==> src/rtl/synapse_accum_8x.sv <==
// Presynaptic weighted-spike accumulator: on each step strobe, serially sums the
// weights of the latched spiking inputs (saturating) and presents the result with a valid pulse.
module synapse_accum_8x #(
    parameter int N_INPUTS = 8,
    parameter int AW       = 3,
    parameter int W_WIDTH  = 8
) (
    input  logic               clk,
    input  logic               reset,
    input  logic               w_we,
    input  logic [AW-1:0]      w_addr,
    input  logic [W_WIDTH-1:0] w_data,
    input  logic [N_INPUTS-1:0] spike_in,
    input  logic               step,
    output logic               busy,
    output logic [W_WIDTH-1:0] post_synaptic,
    output logic               valid
);

    typedef enum logic {IDLE, SCAN} state_t;

    localparam logic [AW-1:0]      LAST_IDX = AW'(N_INPUTS - 1);
    localparam logic [W_WIDTH-1:0] SAT_MAX  = {W_WIDTH{1'b1}};

    state_t                             state_q, state_d;
    logic [AW-1:0]                      idx_q, idx_d;
    logic [W_WIDTH-1:0]                 acc_q, acc_d;
    logic [N_INPUTS-1:0]                spike_lat_q, spike_lat_d;
    logic [W_WIDTH-1:0]                 post_q, post_d;
    logic                               valid_q, valid_d;
    logic                               busy_q, busy_d;
    logic [N_INPUTS-1:0][W_WIDTH-1:0]   weight_q, weight_d;

    logic [W_WIDTH-1:0]                 cur_weight;
    logic [W_WIDTH:0]                   sum_wide;
    logic [W_WIDTH-1:0]                 sum_sat;

    // Per-entry write decode; the scan reads weight_q, so a write landing on the
    // same edge as its read only takes effect for later reads.
    genvar gi;
    generate
        for (gi = 0; gi < N_INPUTS; gi++) begin : g_weight
            assign weight_d[gi] = (w_we && (w_addr == AW'(gi))) ? w_data : weight_q[gi];
        end
    endgenerate

    assign cur_weight = spike_lat_q[idx_q] ? weight_q[idx_q] : '0;
    assign sum_wide   = {1'b0, acc_q} + {1'b0, cur_weight};
    assign sum_sat    = sum_wide[W_WIDTH] ? SAT_MAX : sum_wide[W_WIDTH-1:0];

    always_comb begin
        state_d     = state_q;
        idx_d       = idx_q;
        acc_d       = acc_q;
        spike_lat_d = spike_lat_q;
        post_d      = post_q;
        valid_d     = 1'b0;
        busy_d      = busy_q;
        case (state_q)
            IDLE: begin
                if (step) begin
                    spike_lat_d = spike_in;
                    acc_d       = '0;
                    idx_d       = '0;
                    state_d     = SCAN;
                    busy_d      = 1'b1;
                end
            end
            SCAN: begin
                acc_d = sum_sat;
                idx_d = idx_q + 1'b1;
                if (idx_q == LAST_IDX) begin
                    post_d  = sum_sat;
                    valid_d = 1'b1;
                    state_d = IDLE;
                    busy_d  = 1'b0;
                    idx_d   = '0;
                end
            end
            default: begin
                state_d = IDLE;
                busy_d  = 1'b0;
            end
        endcase
    end

    always_ff @(posedge clk) begin
        if (reset) begin
            state_q     <= IDLE;
            idx_q       <= '0;
            acc_q       <= '0;
            spike_lat_q <= '0;
            post_q      <= '0;
            valid_q     <= 1'b0;
            busy_q      <= 1'b0;
            weight_q    <= '0;
        end else begin
            state_q     <= state_d;
            idx_q       <= idx_d;
            acc_q       <= acc_d;
            spike_lat_q <= spike_lat_d;
            post_q      <= post_d;
            valid_q     <= valid_d;
            busy_q      <= busy_d;
            weight_q    <= weight_d;
        end
    end

    assign busy          = busy_q;
    assign post_synaptic = post_q;
    assign valid         = valid_q;

endmodule

==> config.mk <==
export PLATFORM = sky130hd
export DESIGN_NAME = synapse_accum_8x
export DESIGN_NICKNAME = d
export VERILOG_FILES = /design/src/rtl/synapse_accum_8x.sv
export SDC_FILE = /design/constraint.sdc
export NUM_CORES = 1
export LEC_CHECK = 0
export CAP_MARGIN = 20
export CELL_PAD_IN_SITES_DETAIL_PLACEMENT = 1
export CELL_PAD_IN_SITES_GLOBAL_PLACEMENT = 1
export CORE_MARGIN = 8
export CORE_UTILIZATION = 47
export CTS_CLUSTER_SIZE = 12
export DETAILED_ROUTE_END_ITERATION = 10
export GPL_TIMING_DRIVEN = 0
export PLACE_DENSITY = 0.87
export SYNTH_ARGS = -nofsm -noshare
export SYNTH_HDL_FRONTEND = slang
export SYNTH_SLANG_ARGS = --single-unit
==> constraint.sdc <==
create_clock -name clk -period 9.4 [get_ports clk]
set_input_delay 1.41 -clock clk [delete_from_list [all_inputs] [get_ports clk]]
set_output_delay 1.41 -clock clk [all_outputs]
set_load 0.02 [all_outputs]
==> flow_summary.toml <==
[sta]
timing.final.hold_violations = 0
fin_crit_ps = 3670
skew_ps = 12.0
finalSetupViolations = 0
worst_pin_slew_ps = 771
fin_crit_sh = 0.390
slew_headroom = 0.483
fin_setup_tns_ps = 0
rsz0062_at_grt = "false"
fmax_mhz = 273
finalMaxSlewViolations = 0

[detailed_routing]
dr.pass1.iters = 5
num_vias = 3866
routed_via_density = 5.96
wl_per_cell_um = 19.7
drt_iter0_drc = 260
antenna_left = 0
drc = 0
routed_wl_um = 12800

[pwr]
combPwrFrac = 0.104
power.density_nw_per_um2 = 159
p_seq_frac = 0.541
p_sw_frac = 0.269
internal_power_mw = 0.562
switching_power_mw = 0.207
peakVddDrop_uv = 66.6
power.share.clock = 0.355
p_leak_nw = 1.65

[clock_tree]
cts_buffer_depth = 2
cts_tree = "built"
cts_setup_buffers = 0
ctsResizeCount = 0
cts.clk_slew.worst_paths_ps = 100
insertion_delay_ps = 370
cts.sinks = 94
cts_buffers = 9
hold_buffers = 0
cts_root_buf = "clkbuf_8"
h-tree-depth = 3

[worst_setup_path]
crit_start = "idx_q[0]"
worst_r2r_endpoint = "post_synaptic[0]"
regToRegSetupSlack_ps = 5730
worstPathRequired_ps = 9630
crit_path_end = "post_synaptic[0]"
path_max_fanout = 10
end_kind = "register"
startpoint_type = "register"
r2r_cells = 12
worst-setup-path-type = "register to register"
crit-reg2reg-launch = "idx_q[0]"
critPathArrivalTime_ps = 3900

[floorplan]
coreArea_um2 = 9020
io_pins = 33
die_y_um = 111
placementRows = 35
die_w_um = 111
die_area_um2 = 12400
initial_core_util = 0.475

[placed_design]
dp_hpwl_um = 9180
dpl.cell_count = 633
port_buffers = 21
gp_routability_congestion = 0.819
place_area_um2 = 4630

[logic_synthesis]
avgSynthCellArea_um2 = 8.55
ys_seq_area_frac = 0.439
ys_ff_latch = 94
synth_area_um2 = 4280
synth-warning-count = 0
synth_fp_nets = 535
synthCells = 501
netlist-cell-type-count = 38

[final_layout]
stdcell_area_um2 = 4820
nets = 567
mostFrequentLayoutCells = "156 x nand2_1, 96 x a21oi_1, 94 x dfxtp_1"
fin_cells = 649
final_util = 0.535
seqCellArea_um2 = 1880
final_common_cell = "nand2_1"
fillers = 1107
syn2layout_area_growth_pct = 12.6
drive_gt1_frac = 0.0743
multi_input_area_um2 = 2240
diodes = 0

[global_routing]
grt_pass1_vias = 4106
grt_pass1_wl_um = 20800
antenna_found_initial = 0
grt_start_max_net_pins = 16
grt_use_total = 0.206
overflow = 0

[run_status]
outcome = "complete, no violations"

[worst_hold_path]
hold_path_class = "register to register"

[run]
maxCapViolCount = 0
## synthesized netlist by cell type
master	number	area [µm²]
nand2_1	156	586
a21oi_1	96	480
dfxtp_1	94	1880
nor2_1	23	86.3
mux4_2	12	270
buf_1	11	41.3
ha_1	10	125
mux2i_1	10	100
clkbuf_1	9	33.8
inv_1	9	33.8
o21ai_0	9	45.0
a211oi_1	6	45.0
mux4_1	6	158
nand3_1	6	30.0
buf_2	5	25.0
a31oi_1	4	25.0
nor2b_1	4	25.0
and3_1	3	18.8
nand2b_1	3	18.8
a311oi_1	2	17.5
buf_6	2	22.5
nor3_1	2	10.0
nor3_2	2	20.0
o21a_1	2	15.0
xnor2_1	2	17.5
a2111oi_4	1	27.5
a311o_1	1	10.0
fa_1	1	20.0
mux2i_4	1	22.5
nand3_2	1	10.0
nand4_1	1	6.26
nand4b_1	1	8.76
nor2_2	1	6.26
nor4_1	1	6.26
o211a_1	1	10.0
o211ai_1	1	7.51
o21ai_2	1	8.76
o21bai_1	1	7.51
## power by group through the flow
stage / combinational (mW) / clock (mW) / sequential (mW)
2_1_floorplan: 0.0525 / 0 / 0.423
3_3_place_gp: 0.0749 / 0 / 0.424
3_5_place_dp: 0.0789 / 0 / 0.425
4_1_cts: 0.0797 / 0.275 / 0.416
5_1_grt: 0.0872 / 0.288 / 0.417
6_report: 0.0797 / 0.273 / 0.416
## flip-flops by register name (all words and copies together) (netlist names)
| name | cells |
|---|---|
| spike_lat_q | 8 |
| state_q | 1 |
| weight_q | 64 |
| busy | 1 |
| acc_q | 8 |
| idx_q | 3 |
| post_synaptic | 8 |
| valid | 1 |
## metal layers
metal  up-vias  wire, µm  track usage
li1       1798         -            -
met1      1953      5620        0.247
met2        92      6350        0.359
met3        23       507       0.0355
met4         0       333       0.0782
met5         -         0            0
## cell type report
| type | count | area share |
|---|---|---|
| plain buffers | 27 | 0.0254 |
| clock buffers | 11 | 0.0272 |
| clock inverters | 5 | 0.0122 |
| inverters | 9 | 0.00701 |
| multi-input cells | 371 | 0.465 |
| flip-flops and latches | 94 | 0.390 |
| well taps | 111 | 0.0288 |
| repair buffers | 21 | 0.0436 |
## worst min-delay path by stage
| stage | from | to | slack [ps] | cells past startpoint |
|---|---|---|---|---|
| floorplan | weight_q[11] | weight_q[11] | 430 | 2 |
| global placement | weight_q[23] | weight_q[23] | 440 | 2 |
| detailed placement | weight_q[21] | weight_q[21] | 440 | 2 |
| CTS | weight_q[21] | weight_q[21] | 460 | 2 |
| global route | weight_q[22] | weight_q[22] | 480 | 2 |
| finish | weight_q[46] | weight_q[46] | 460 | 2 |
## cell families after synthesis
| kind of cell | Yosys count | share of synthesized area |
|---|---|---|
| mux | 29 | 0.129 |
| compound gates | 125 | 0.163 |
| simple gates | 204 | 0.194 |
| flops | 94 | 0.439 |
| buf+inv | 36 | 0.0365 |
| fa+ha+maj | 11 | 0.0339 |
| xor+xnor | 2 | 0.00409 |
## stage by stage
step	hold slack [ps]	setup slack [ps]	total power [mW]
floorplan	432	6420	0.476
global placement	437	5930	0.499
detailed placement	445	5790	0.504
CTS	458	5740	0.770
global route	478	5500	0.793
finish	458	5730	0.769
## critical path, stage by stage (launching register included)
cell	delay (ps)
dfxtp_1	430
buf_6	220
buf_6	200
mux4_1	590
mux2i_1	210
nor2_1	70
ha_1	230
fa_1	420
a21oi_1	270
o211a_1	230
o21ai_2	90
nor2_1	430
a21oi_1	140
No activity file was read; power rests on OpenSTA's default activity.
